--- src/rtl/pbus_pkg.sv ---
// Shared definitions for the pbus burst source and its FIFO.
package pbus_pkg;

  localparam int unsigned PBUS_DW = 32;
  localparam int unsigned PBUS_LW = 8;

  typedef enum logic [1:0] {
    ST_IDLE,
    ST_LOAD,
    ST_STRB,
    ST_DONE
  } pbus_state_t;

endpackage

--- src/rtl/pbus_fifo.sv ---
// Word FIFO feeding the burst source; first-word-fall-through read port.
module pbus_fifo
  import pbus_pkg::*;
#(
  parameter int unsigned DW    = PBUS_DW,
  parameter int unsigned DEPTH = 8
) (
  input  logic                     clk,
  input  logic                     rst,
  input  logic                     push,
  input  logic [DW-1:0]            wdata,
  input  logic                     pop,
  output logic [DW-1:0]            rdata,
  output logic                     full,
  output logic                     empty,
  output logic [$clog2(DEPTH):0]   count
);

  localparam int unsigned AW = $clog2(DEPTH);
  localparam int unsigned CW = AW + 1;

  logic [DW-1:0] mem [DEPTH];
  logic [AW-1:0] wr_ptr;
  logic [AW-1:0] rd_ptr;
  logic          do_push;
  logic          do_pop;

  // Writes while full are dropped even if a pop frees a slot this cycle.
  always_comb begin
    full    = (count == CW'(DEPTH));
    empty   = (count == '0);
    do_push = push && !full;
    do_pop  = pop && !empty;
    rdata   = mem[rd_ptr];
  end

  // Storage array: written at the write pointer on an accepted push.
  always_ff @(posedge clk) begin
    if (!rst && do_push) begin
      mem[wr_ptr] <= wdata;
    end
  end

  // Pointers wrap naturally modulo DEPTH; count tracks occupancy.
  always_ff @(posedge clk) begin
    if (rst) begin
      wr_ptr <= '0;
      rd_ptr <= '0;
      count  <= '0;
    end else begin
      if (do_push) wr_ptr <= wr_ptr + AW'(1);
      if (do_pop)  rd_ptr <= rd_ptr + AW'(1);
      unique case ({do_push, do_pop})
        2'b10:   count <= count + CW'(1);
        2'b01:   count <= count - CW'(1);
        default: count <= count;
      endcase
    end
  end

endmodule

--- src/rtl/pbus_burst_src.sv ---
// Burst source: drains len words from a FIFO onto dout, one strobe per word.
module pbus_burst_src
  import pbus_pkg::*;
#(
  parameter int unsigned DW    = PBUS_DW,
  parameter int unsigned DEPTH = 8,
  parameter int unsigned LW    = PBUS_LW
) (
  input  logic          clk,
  input  logic          rst,
  input  logic          wr_en,
  input  logic [DW-1:0] wr_data,
  output logic          full,
  input  logic          start,
  input  logic [LW-1:0] len,
  output logic [DW-1:0] dout,
  output logic          strobe,
  output logic          busy,
  output logic          done,
  output logic          ovf
);

  pbus_state_t         state;
  pbus_state_t         state_nxt;
  logic [LW-1:0]       remaining;
  logic                pop;
  logic [DW-1:0]       fifo_rdata;
  logic                fifo_empty;
  // Occupancy is not needed here; full/empty cover every decision.
  logic [$clog2(DEPTH):0] unused_count;

  pbus_fifo #(
    .DW    (DW),
    .DEPTH (DEPTH)
  ) u_fifo (
    .clk   (clk),
    .rst   (rst),
    .push  (wr_en),
    .wdata (wr_data),
    .pop   (pop),
    .rdata (fifo_rdata),
    .full  (full),
    .empty (fifo_empty),
    .count (unused_count)
  );

  // State register.
  always_ff @(posedge clk) begin
    if (rst) state <= ST_IDLE;
    else     state <= state_nxt;
  end

  // Next-state: start only matters in IDLE, so starts while busy vanish.
  always_comb begin
    state_nxt = state;
    unique case (state)
      ST_IDLE: if (start) state_nxt = (len == '0) ? ST_DONE : ST_LOAD;
      ST_LOAD: if (!fifo_empty) state_nxt = ST_STRB;
      ST_STRB: state_nxt = (remaining != '0) ? ST_LOAD : ST_DONE;
      ST_DONE: state_nxt = ST_IDLE;
      default: state_nxt = ST_IDLE;
    endcase
  end

  // Moore outputs plus the FIFO pop request.
  always_comb begin
    pop    = (state == ST_LOAD) && !fifo_empty;
    strobe = (state == ST_STRB);
    done   = (state == ST_DONE);
    busy   = (state != ST_IDLE);
  end

  // Datapath: dout updates only on LOAD->STRB, so it is settled before strobe.
  always_ff @(posedge clk) begin
    if (rst) begin
      dout      <= '0;
      remaining <= '0;
      ovf       <= 1'b0;
    end else begin
      if (state == ST_IDLE && start) remaining <= len;
      if (pop) begin
        dout      <= fifo_rdata;
        remaining <= remaining - LW'(1);
      end
      if (wr_en && full) ovf <= 1'b1;
    end
  end

endmodule

--- config.mk ---
export PLATFORM = sky130hd
export DESIGN_NAME = pbus_burst_src
export DESIGN_NICKNAME = d
export VERILOG_FILES = /design/src/rtl/pbus_pkg.sv /design/src/rtl/pbus_fifo.sv /design/src/rtl/pbus_burst_src.sv
export SDC_FILE = /design/constraint.sdc
export NUM_CORES = 1
export LEC_CHECK = 0
export ABC_CLOCK_PERIOD_IN_PS = 6200
export CAP_MARGIN = 25
export CORE_MARGIN = 2
export CORE_UTILIZATION = 58
export CTS_CLUSTER_DIAMETER = 120
export DETAILED_ROUTE_END_ITERATION = 16
export GPL_ROUTABILITY_DRIVEN = 0
export PLACE_DENSITY = 0.88
export SLEW_MARGIN = 20
export SYNTH_ARGS = -nofsm -noshare
export SYNTH_HDL_FRONTEND = slang
export SYNTH_SLANG_ARGS = --single-unit
--- constraint.sdc ---
create_clock -name clk -period 6.2 [get_ports clk]
set_clock_uncertainty 0.2 [all_clocks]
set_input_delay 1.24 -clock clk [delete_from_list [all_inputs] [get_ports clk]]
set_output_delay 1.24 -clock clk [all_outputs]
set_load 0.005 [all_outputs]
Word level (Yosys, flattened, before mapping)
Memory sizes are Yosys's and may differ from the RTL's. A register that Yosys moved wholly into a read port is not among the register bits.
Index checks and enable logic that the tools add are counted.

word-level totals
  output and inout bits = 37
  input bits = 44
  bits in registers = 21
  RAM bits = 256
  memories kept = 1

cells by class
  reduce and logical (&&, ||, !) cells = 17
  muxes and demuxes = 10
  add/sub/neg operators = 5
  eq/ne operators = 8

memory list
  memory      words  bits a word  rd ports  clocked after memory_dff  write ports  RTL line         text
  u_fifo.mem  8      32           1         1                         1            pbus_fifo.sv:22  logic [DW-1:0] mem [DEPTH];

operators with widths
  kind                 count
  $mux 8               2
  $logic_not 8->1      1
  $mux 2               4
  $pmux 2 s4           1
  $pmux 4 s2           1
  $reduce_bool 8->1    1
  $sub 8x1->8 const B  1
  $add 3x1->3 const B  2
  $eq 2x2->1 const B   3
  $logic_and 1x1->1    6
  $reduce_bool 2->1    3
  $add 4x1->4 const B  1
  $eq 2x1->1 const B   2
  $eq 4x4->1 const B   1
  $logic_not 4->1      1
  $ne 2x2->1 const B   2
  $sub 4x1->4 const B  1
  $logic_not 1->1      3
  $logic_not 2->1      1
  $mux 1               2
  $reduce_and 2->1     1

Depth between registers and ports, before layout
Gate-level depths: netlist of the first run.

  word-level depth = 6
  mapped depth = 11

Hierarchy
From an unflattened synthesis of the first run, not the netlist that was laid out.

unflattened totals
  cells, all modules = 659
  area total of the unflattened synthesis = 12154.2 um2

by module, submodules not included
  module          instances  seq. area each (um2)  cells an instance  area each (um2)
  pbus_fifo       1          7947.6                446                10432.5
  pbus_burst_src  1          860.8                 213                1721.7

Worst setup path after synthesis of the first run
Ideal clock, no wire load.

  kind = input-to-reg
  from = in wr_en
  to = mem u_fifo.mem[0][0] (netlist bit) (enable)
  cell stages on the path = 3
  path slack = 0.467 ns
  data arrival time = 5.020 ns
  buffers on the path = 1
  cell sequence = clkbuf_1 -> nand2_1 -> nor4b_1

between the ends
  cells in the longest elaborated chain, start to end = 4

RTL lines
  what                          RTL line              text
  start: declaration            pbus_burst_src.sv:11  input logic wr_en,
  $logic_and 1x1->1             pbus_fifo.sv:32       do_push = push && !full;
  $logic_and 1x1->1             pbus_fifo.sv:39       if (!rst && do_push) begin
  $mux 1                        pbus_fifo.sv:39
  $mux 1 (implied by the code)  pbus_fifo.sv:40       mem[wr_ptr] <= wdata;
  end: declaration              pbus_fifo.sv:22

Every way passes these cells.

Worst setup path after layout of the first run
  from = reg u_fifo.count[1]
  to = out full

between the ends
  cells in the longest elaborated chain, start to end = 1

RTL lines
  what                      RTL line              text
  start: declaration        pbus_fifo.sv:16       output logic [$clog2(DEPTH):0] count
  start signal: assignment  pbus_fifo.sv:54       2'b10: count <= count + CW'(1);
  start signal: assignment  pbus_fifo.sv:55       2'b01: count <= count - CW'(1);
  start signal: assignment  pbus_fifo.sv:56       default: count <= count;
  $eq 4x4->1                pbus_fifo.sv:30       full = (count == CW'(DEPTH));
  end: declaration          pbus_burst_src.sv:13  output logic full,

Every way passes these cells.

==> Flow_metrics.wiki, run 1 <==
{| class="wikitable"
! Metric !! Value
|-
| Area fraction of the dominant cell type after synthesis || 65.1%
|-
| Req. time, crit path || around 4.8 ns
|-
| Number of enable flip-flop cells after synthesis || between 200 and 300
|-
| Syn. warnings || 0
|-
| PostCTS Resize Cnt || 0
|-
| FF-to-FF path depth || 8
|-
| Number of antenna repair diodes || 0
|-
| Clock buffers created by TritonCTS || 29
|-
| Sequential-to-total area share from yosys stat || 74.1%
|-
| Area of all placed cells without fillers || ~14000 um2
|-
| Post-synthesis cell area || ~12000 um2
|-
| Maximum fanout along the worst path || 9
|-
| Share of cells above drive strength 1 || 19.8%
|-
| Cells after synthesis || 624
|-
| # Max-Cap Violations || 0
|-
| Crit share post-route || between 50% and 60%
|-
| Final Net Count || about 770
|-
| Hold path cells || 2
|-
| Hold Worst Slack || 0.290 ns
|-
| CTS Sinks || 309
|-
| Data arrival time of the critical path || ~2.2 ns
|-
| Leftover overflow at the end of global routing || 0
|-
| Sum of net half-perimeters after detailed placement || 13.4 mm
|-
| Commonest non-fill, non-tap cells in the layout || edfxtp_1, clkdlybuf4s50_1, mux4_2
|-
| Vias in the first global route || between 6000 and 7000
|-
| Depth of the CTS H-tree || 1
|-
| Routed vias || around 6200
|-
| Hold Violations, Final || 0
|-
| Busiest metal layer after global routing || met2
|-
| Startpoint of the lowest-slack hold path || remaining[1]
|-
| Count of non-filler cells in the finished layout || between 1000 and 1500
|-
| Clock tree from TritonCTS || done
|-
| Post-synthesis to final-layout area growth || 18.5%
|-
| Met3 usage || between 3 and 4%
|-
| Worst min path class || flop to flop
|-
| Prevailing post-synth register cell || edfxtp_1
|-
| TNS Setup || 0 ns
|-
| Total placed instance area || approximately 13000 um2
|-
| Initial antenna violation count || 0
|-
| Count of cell types in the netlist || 48
|-
| Global-route wire length before repair || around 37 mm
|-
| Register clock-pin slew on the reported worst setup and hold paths || 0.06 ns
|-
| Met2 Resource Use GR || between 40% and 50%
|-
| Number of buffers on the longest clock path || 3
|-
| Clock period minus final worst setup slack || about 3.7 ns
|-
| Total DRC errors in the routed layout || 0
|-
| Core area || ~20000 um2
|-
| Leakage || 0.00437 uW
|-
| I/O Buffers || 80
|-
| R2r endpoint || u_fifo.count[2]
|-
| Setup slack after layout || approximately 2.5 ns
|-
| Placement row count || between 50 and 60
|-
| Post-synthesis async set-or-reset flop share || 0%
|-
| Post-DR wirelength/cell || about 24 um
|-
| Remaining antenna violation count after routing || 0
|-
| Avg Synthesized Cell Area || ~19 um2
|-
| Sequential Area || about 8800 um2
|-
| Post-CTS Setup Inserts || 0
|-
| Setup repair after global routing missed its margin || false
|-
| Total routed wirelength || around 24 mm
|-
| Height of the chip || about 150 um
|-
| Reg2Reg Launch Point || u_fifo.count[1]
|-
| Largest cells by area after synthesis || edfxtp_1, mux4_2, dfxtp_1
|-
| Number of vias per cell after detailed routing || slightly above 6
|-
| Highest clock frequency the design can meet || about 0.27 GHz
|-
| Root Buffer || clkbuf_16
|-
| Power density over the cells || between 300 and 400 nW/um2
|-
| Count of final max-slew check failures || 0
|-
| Flop-to-flop setup slack || a little over 3 ns
|-
| Layout filler cell count || 1176
|-
| Max transition margin || a little over a third
|-
| Flip-flop and latch count after synthesis || around 300
|-
| Iteration count of the initial detailed-routing pass || 5
|-
| GR Layer Usage met1 || 29.7%
|-
| Ports || 81
|-
| Hold Path Sink || remaining[1]
|-
| Transition time at the pin with the least slew margin || between 0.9 and 1 ns
|-
| Cell count after placement || 950
|-
| Cell type with the highest aggregate area in the netlist || edfxtp_1
|-
| Area of the die || between 20000 and 25000 um2
|-
| Area used by multi-input combinational logic || slightly below 3000 um2
|-
| Commonest non-fill, non-tap cell in the layout || edfxtp_1
|-
| Largest net degree at the start of global routing || 71
|-
| Setup violations, final || 0
|-
| # hold bufs at CTS || 0
|-
| Result of the run || finished, final reports clean
|-
| Post-placement worst setup slack || 2.05 ns
|-
| Kind of launch point of the worst setup path || flop
|-
| Number of nets in the synthesized netlist || slightly below 700
|-
| Die outline width || about 150 um
|-
| Worst-Skew Late Latency || approximately 0.54 ns
|-
| Detailed Route Iter0 Violations || between 400 and 500
|-
| Highest ir drop seen on vdd || about 0.31 mV
|-
| Initial Util || about three fifths
|-
| GRT Resource Usage Total || between 20% and 30%
|-
| Worst setup EP type || output pin
|-
| Type of the worst setup path || flop to output pin
|}
==> report_power, final <==
part           switching [uW]  leakage [uW]  internal, uW
combinational             247       0.00114           283
clock                     732      0.000481          1060
sequential               82.6       0.00275          2330
total                    1060       0.00437          3670
==> state kept, by name, indices dropped and copies added (netlist names) <==
signal / flops
ovf: 1
u_fifo.rd_ptr: 3
dout: 32
state: 2
u_fifo.wr_ptr: 3
u_fifo.mem: 256
u_fifo.count: 4
remaining: 8
==> layout make-up <==
class	instances	share of cell area (%)
flip-flops and latches	309	62.6
multi-input cells	274	20.8
well taps	270	2.42
inverters	6	0.197
repair buffers	96	6.98
clock inverters	12	1.03
clock buffers	42	5.97
==> cells in the mapped netlist, drive strengths merged, types with 4 or more instances <==
cell type and count:
a21oi 10, buf 19, a211oi 32, edfxtp 256, nand3 10, mux4 64
dfxtp 53, clkbuf 16, o211ai 4, nor2b 5, nor4 4, inv 5
nand2 10, xor2 4, nor3 8, nor2 54, mux2i 34, ha 5
==> logic make-up (layout without fill, tap and decap cells) <==
logic type / after synthesis / count (layout) / synth area share, %
adders and majority gates: 5 / 5 / 0.530
and+or+nand+nor: 104 / 104 / 4.23
DFF: 309 / 309 / 74.1
AOI/OAI and AO/OA: 60 / 60 / 3.77
xor gates and xnor gates: 5 / 5 / 0.371
buffers and inverters: 41 / 156 / 1.70
muxes: 100 / 100 / 15.3
==> worst max-delay path by stage <==
stage                     slack, ns           endpoint            start
after global routing           2.47               full  u_fifo.count[1]
after CTS                      2.51               full  u_fifo.count[1]
after global placement         2.24  u_fifo.mem[2][23]            wr_en
after floorplan                0.47   u_fifo.mem[0][0]            wr_en
after detailed placement       2.05  u_fifo.mem[2][21]            wr_en
final                          2.53               full  u_fifo.count[1]
==> stage by stage <==
| step | util [%] | power (uW) |
|---|---|---|
| finish | 69.6 | 4730 |
| global route | 69.6 | 4890 |
| CTS | 69.1 | 4760 |
| detailed placement | 64.2 | 2980 |
| global placement | 64.2 | 2950 |
| floorplan | - | 2780 |
==> worst max-delay path: stages, from the launching register on <==
cell	delay, ns
dfxtp_1	0.39
or4b_1	0.68
clkinv_4	0.10
clkdlybuf4s50_1	0.53
==> routing by layer <==
layer | vias up | part of all wire [%]
met4 | 0 | 2.7
met1 | 3181 | 37
met5 | - | 0
met2 | 299 | 54
li1 | 2700 | -
met3 | 54 | 6.6
Power figures use the tool's default switching activity.
==> run 2, diff against run 1 <==
--- a/config.mk
+++ b/config.mk
@@ -5,7 +5,7 @@
 export SDC_FILE = /design/constraint.sdc
 export NUM_CORES = 1
 export LEC_CHECK = 0
-export ABC_CLOCK_PERIOD_IN_PS = 6200
+export ABC_CLOCK_PERIOD_IN_PS = 3600
 export CAP_MARGIN = 25
 export CORE_MARGIN = 2
 export CORE_UTILIZATION = 58
==> constraint.sdc (replaced) <==
create_clock -name clk -period 3.6 [get_ports clk]
set_clock_uncertainty 0.2 [all_clocks]
set_input_delay 0.72 -clock clk [delete_from_list [all_inputs] [get_ports clk]]
set_output_delay 0.72 -clock clk [all_outputs]
set_load 0.005 [all_outputs]
==> run 2 against run 1 <==
- register-to-register slack got worse by 2.3 ns
- final cell count increased by 0.40%
- worst hold slack got worse by 0.0031 ns
- setup slack got worse by 2.1 ns
- global-route usage increased by 0.41 points
- total power increased by 74%
- largest cell class unchanged
==> Flow_metrics.wiki, run 2 (same netlist as run 1, synthesis figures left out) <==
{| class="wikitable"
! Metric !! Value
|-
| Result of the run || finished, final reports clean (unchanged)
|-
| Number of antenna repair diodes || 0 (unchanged)
|-
| Max transition margin || 46.1% (was 35.6%)
|-
| Post-DR wirelength/cell || 24.1 um (about the same)
|-
| Power density over the cells || 587 nW/um2 (was 338 nW/um2)
|-
| Post-synthesis to final-layout area growth || 18.8% (was 18.5%)
|-
| Highest clock frequency the design can meet || around 0.32 GHz
|-
| Leakage || 0.00440 uW (was 0.00437 uW)
|-
| Clock tree from TritonCTS || done (unchanged)
|-
| Commonest non-fill, non-tap cell in the layout || edfxtp_1 (unchanged)
|-
| Area of all placed cells without fillers || 14000 um2 (about the same)
|-
| Type of the worst setup path || flop to output pin (unchanged)
|-
| Leftover overflow at the end of global routing || 0 (unchanged)
|-
| Cell chain of the critical path || or4b_1, clkinv_4, clkdlybuf4s50_1 (unchanged)
|-
| Core area || 20100 um2 (unchanged)
|-
| Post-CTS Setup Inserts || 0 (unchanged)
|-
| Worst setup EP type || output pin (unchanged)
|-
| Largest register FFs || 256 (unchanged)
|-
| Clock period minus final worst setup slack || between 3 and 4 ns
|-
| CP Launch Point || u_fifo.count[1] (unchanged)
|-
| Startpoint of the lowest-slack hold path || ovf (was remaining[1])
|-
| Remaining antenna violation count after routing || 0 (unchanged)
|-
| Register clock-pin slew on the reported worst setup and hold paths || 0.06 ns (about the same)
|-
| GRT Resource Usage Total || 23.3% (was 22.9%)
|-
| Maximum fanout along the worst path || 9 (unchanged)
|-
| Height of the chip || 147 um (unchanged)
|-
| Total routed wirelength || 24.4 mm (was 24.3 mm)
|-
| Final Net Count || 769 (was 765)
|-
| Share of cells above drive strength 1 || 20.7% (was 19.8%)
|-
| Total placed instance area || 13000 um2 (was 12900 um2)
|-
| Fin util || 69.8% (was 69.6%)
|-
| Highest ir drop seen on vdd || 0.428 mV (was 0.313 mV)
|-
| Ports || 81 (unchanged)
|-
| Total DRC errors in the routed layout || 0 (unchanged)
|-
| Detailed Route Iter0 Violations || 592 (was 477)
|-
| # Max-Cap Violations || 0 (unchanged)
|-
| Number of vias per cell after detailed routing || 6.21 (was 6.18)
|-
| Hold Violations, Final || 0 (unchanged)
|-
| Register with the most flip-flops || u_fifo.mem (unchanged)
|-
| Routed vias || 6290 (was 6234)
|-
| Count of non-filler cells in the finished layout || 1013 (was 1009)
|-
| I/O Buffers || 80 (unchanged)
|-
| Sum of net half-perimeters after detailed placement || 13.5 mm (was 13.4 mm)
|-
| Data arrival time of the critical path || 2.21 ns (was 2.23 ns)
|-
| Area of the die || 21500 um2 (unchanged)
|-
| Largest registers in the final layout || u_fifo.mem x256, dout x32, remaining x8 (unchanged)
|-
| PostCTS Resize Cnt || 0 (unchanged)
|-
| Worst min path class || flop to flop (unchanged)
|-
| Worst-Skew Late Latency || 0.54 ns (about the same)
|-
| Clock buffers created by TritonCTS || 29 (unchanged)
|-
| Transition time at the pin with the least slew margin || 0.808 ns (was 0.965 ns)
|-
| Number of buffers on the longest clock path || 3 (unchanged)
|-
| Commonest non-fill, non-tap cells in the layout || edfxtp_1, clkdlybuf4s50_1, mux4_2 (unchanged)
|-
| Root Buffer || clkbuf_16 (unchanged)
|-
| Setup repair after global routing missed its margin || false (unchanged)
|-
| Count of final max-slew check failures || 0 (unchanged)
|-
| Largest net degree at the start of global routing || 71 (unchanged)
|-
| CTS Sinks || 309 (unchanged)
|-
| Crit share post-route || between 80% and 90%
|-
| Post-placement worst setup slack || 0.454 ns (was 2.05 ns)
|-
| Req. time, crit path || 2.68 ns (was 4.76 ns)
|-
| Initial Util || 58.7% (unchanged)
|-
| Setup violations, final || 0 (unchanged)
|-
| Worst path top cell family by delay || simple AND/OR/NAND/NOR gates (unchanged)
|-
| Cell count after placement || 959 (was 950)
|-
| Placement row count || 52 (unchanged)
|-
| Die outline width || 147 um (unchanged)
|-
| Depth of the CTS H-tree || 1 (unchanged)
|-
| Kind of launch point of the worst setup path || flop (unchanged)
|-
| Layout filler cell count || 1154 (was 1176)
|-
| Iteration count of the initial detailed-routing pass || 5 (unchanged)
|-
| # hold bufs at CTS || 0 (unchanged)
|-
| Hold Worst Slack || 0.287 ns (was 0.290 ns)
|-
| Vias in the first global route || 6436 (was 6480)
|-
| Setup slack after layout || 0.472 ns (was 2.53 ns)
|-
| Initial antenna violation count || 0 (unchanged)
|-
| Critical-path top delay cell || or4b_1 (unchanged)
|-
| Buffers plus inverters on the worst setup path || 2 (unchanged)
|-
| Biggest cell delay along the critical path || 0.68 ns (about the same)
|-
| Global-route wire length before repair || 38.1 mm (was 37.3 mm)
|-
| Reg2Reg Launch Point || u_fifo.count[1] (unchanged)
|}
## run 2: cell types whose count changed in the layout (fill, tap and decap cells not counted), moves of 2 or more
cell / delta
buf_4: +5
clkbuf_8: +3
buf_12: +2
buf_16: -3
inv_4: +2
clkinv_2: -2
clkbuf_1: -3
## run 2: through the flow
step | power, uW | setup TNS, ns
floorplan | 4780 | -44.16
global route | 8510 | 0
finish | 8240 | 0
detailed placement | 5160 | 0
CTS | 8290 | 0
global placement | 5100 | 0
## run 2: final timing paths
check	slack, ns	depth (start not counted)	to
hold / removal	0.29	2	ovf
hold reg to reg	0.29	2	ovf
setup / recovery	0.47	3	full
setup reg to reg	0.77	8	u_fifo.count[2]
## run 2: cell type report
| class | count | area [um2] | area share, % |
|---|---|---|---|
| flip-flops and latches | 309 | 8750 | 62.4 |
| multi-input cells | 274 | 2920 | 20.8 |
| repair buffers | 100 | 971 | 6.92 |
| clock buffers | 43 | 890 | 6.34 |
| well taps | 270 | 338 | 2.41 |
| clock inverters | 11 | 120 | 0.857 |
| inverters | 6 | 27.5 | 0.196 |
## run 2: per-layer routing
layer  wire length, um  GRT usage [%]  share of wire, %  vias to the layer above
met5                 0              0                 0                        -
met4               646           7.43               2.6                        0
met3              1650           3.78               6.8                       48
met2             12500           39.3                51                      304
met1              9640           31.6                39                     3216
li1                  -              -                 -                     2722
## run 2: worst register-to-register path, stage by stage, from the launching register on
cell	delay [ns]
dfxtp_1	0.39
or4b_1	0.68
nand2_1	0.16
ha_1	0.28
xor2_1	0.11
ha_1	0.20
o21a_1	0.19
nor3_1	0.16
mux2_2	0.36
## run 2: power by group
| group | internal (uW) | switching [uW] | leakage (uW) |
|---|---|---|---|
| clock | 1860 | 1290 | 0.000497 |
| combinational | 499 | 444 | 0.00115 |
| sequential | 4010 | 136 | 0.00275 |
==> run 3, diff against run 2 <==
--- a/config.mk
+++ b/config.mk
@@ -13,7 +13,6 @@
 export DETAILED_ROUTE_END_ITERATION = 16
 export GPL_ROUTABILITY_DRIVEN = 0
 export PLACE_DENSITY = 0.88
-export SLEW_MARGIN = 20
 export SYNTH_ARGS = -nofsm -noshare
 export SYNTH_HDL_FRONTEND = slang
 export SYNTH_SLANG_ARGS = --single-unit
==> results of run 3 <==
The final DEF is identical to that of run 2; final timing and power are the same.
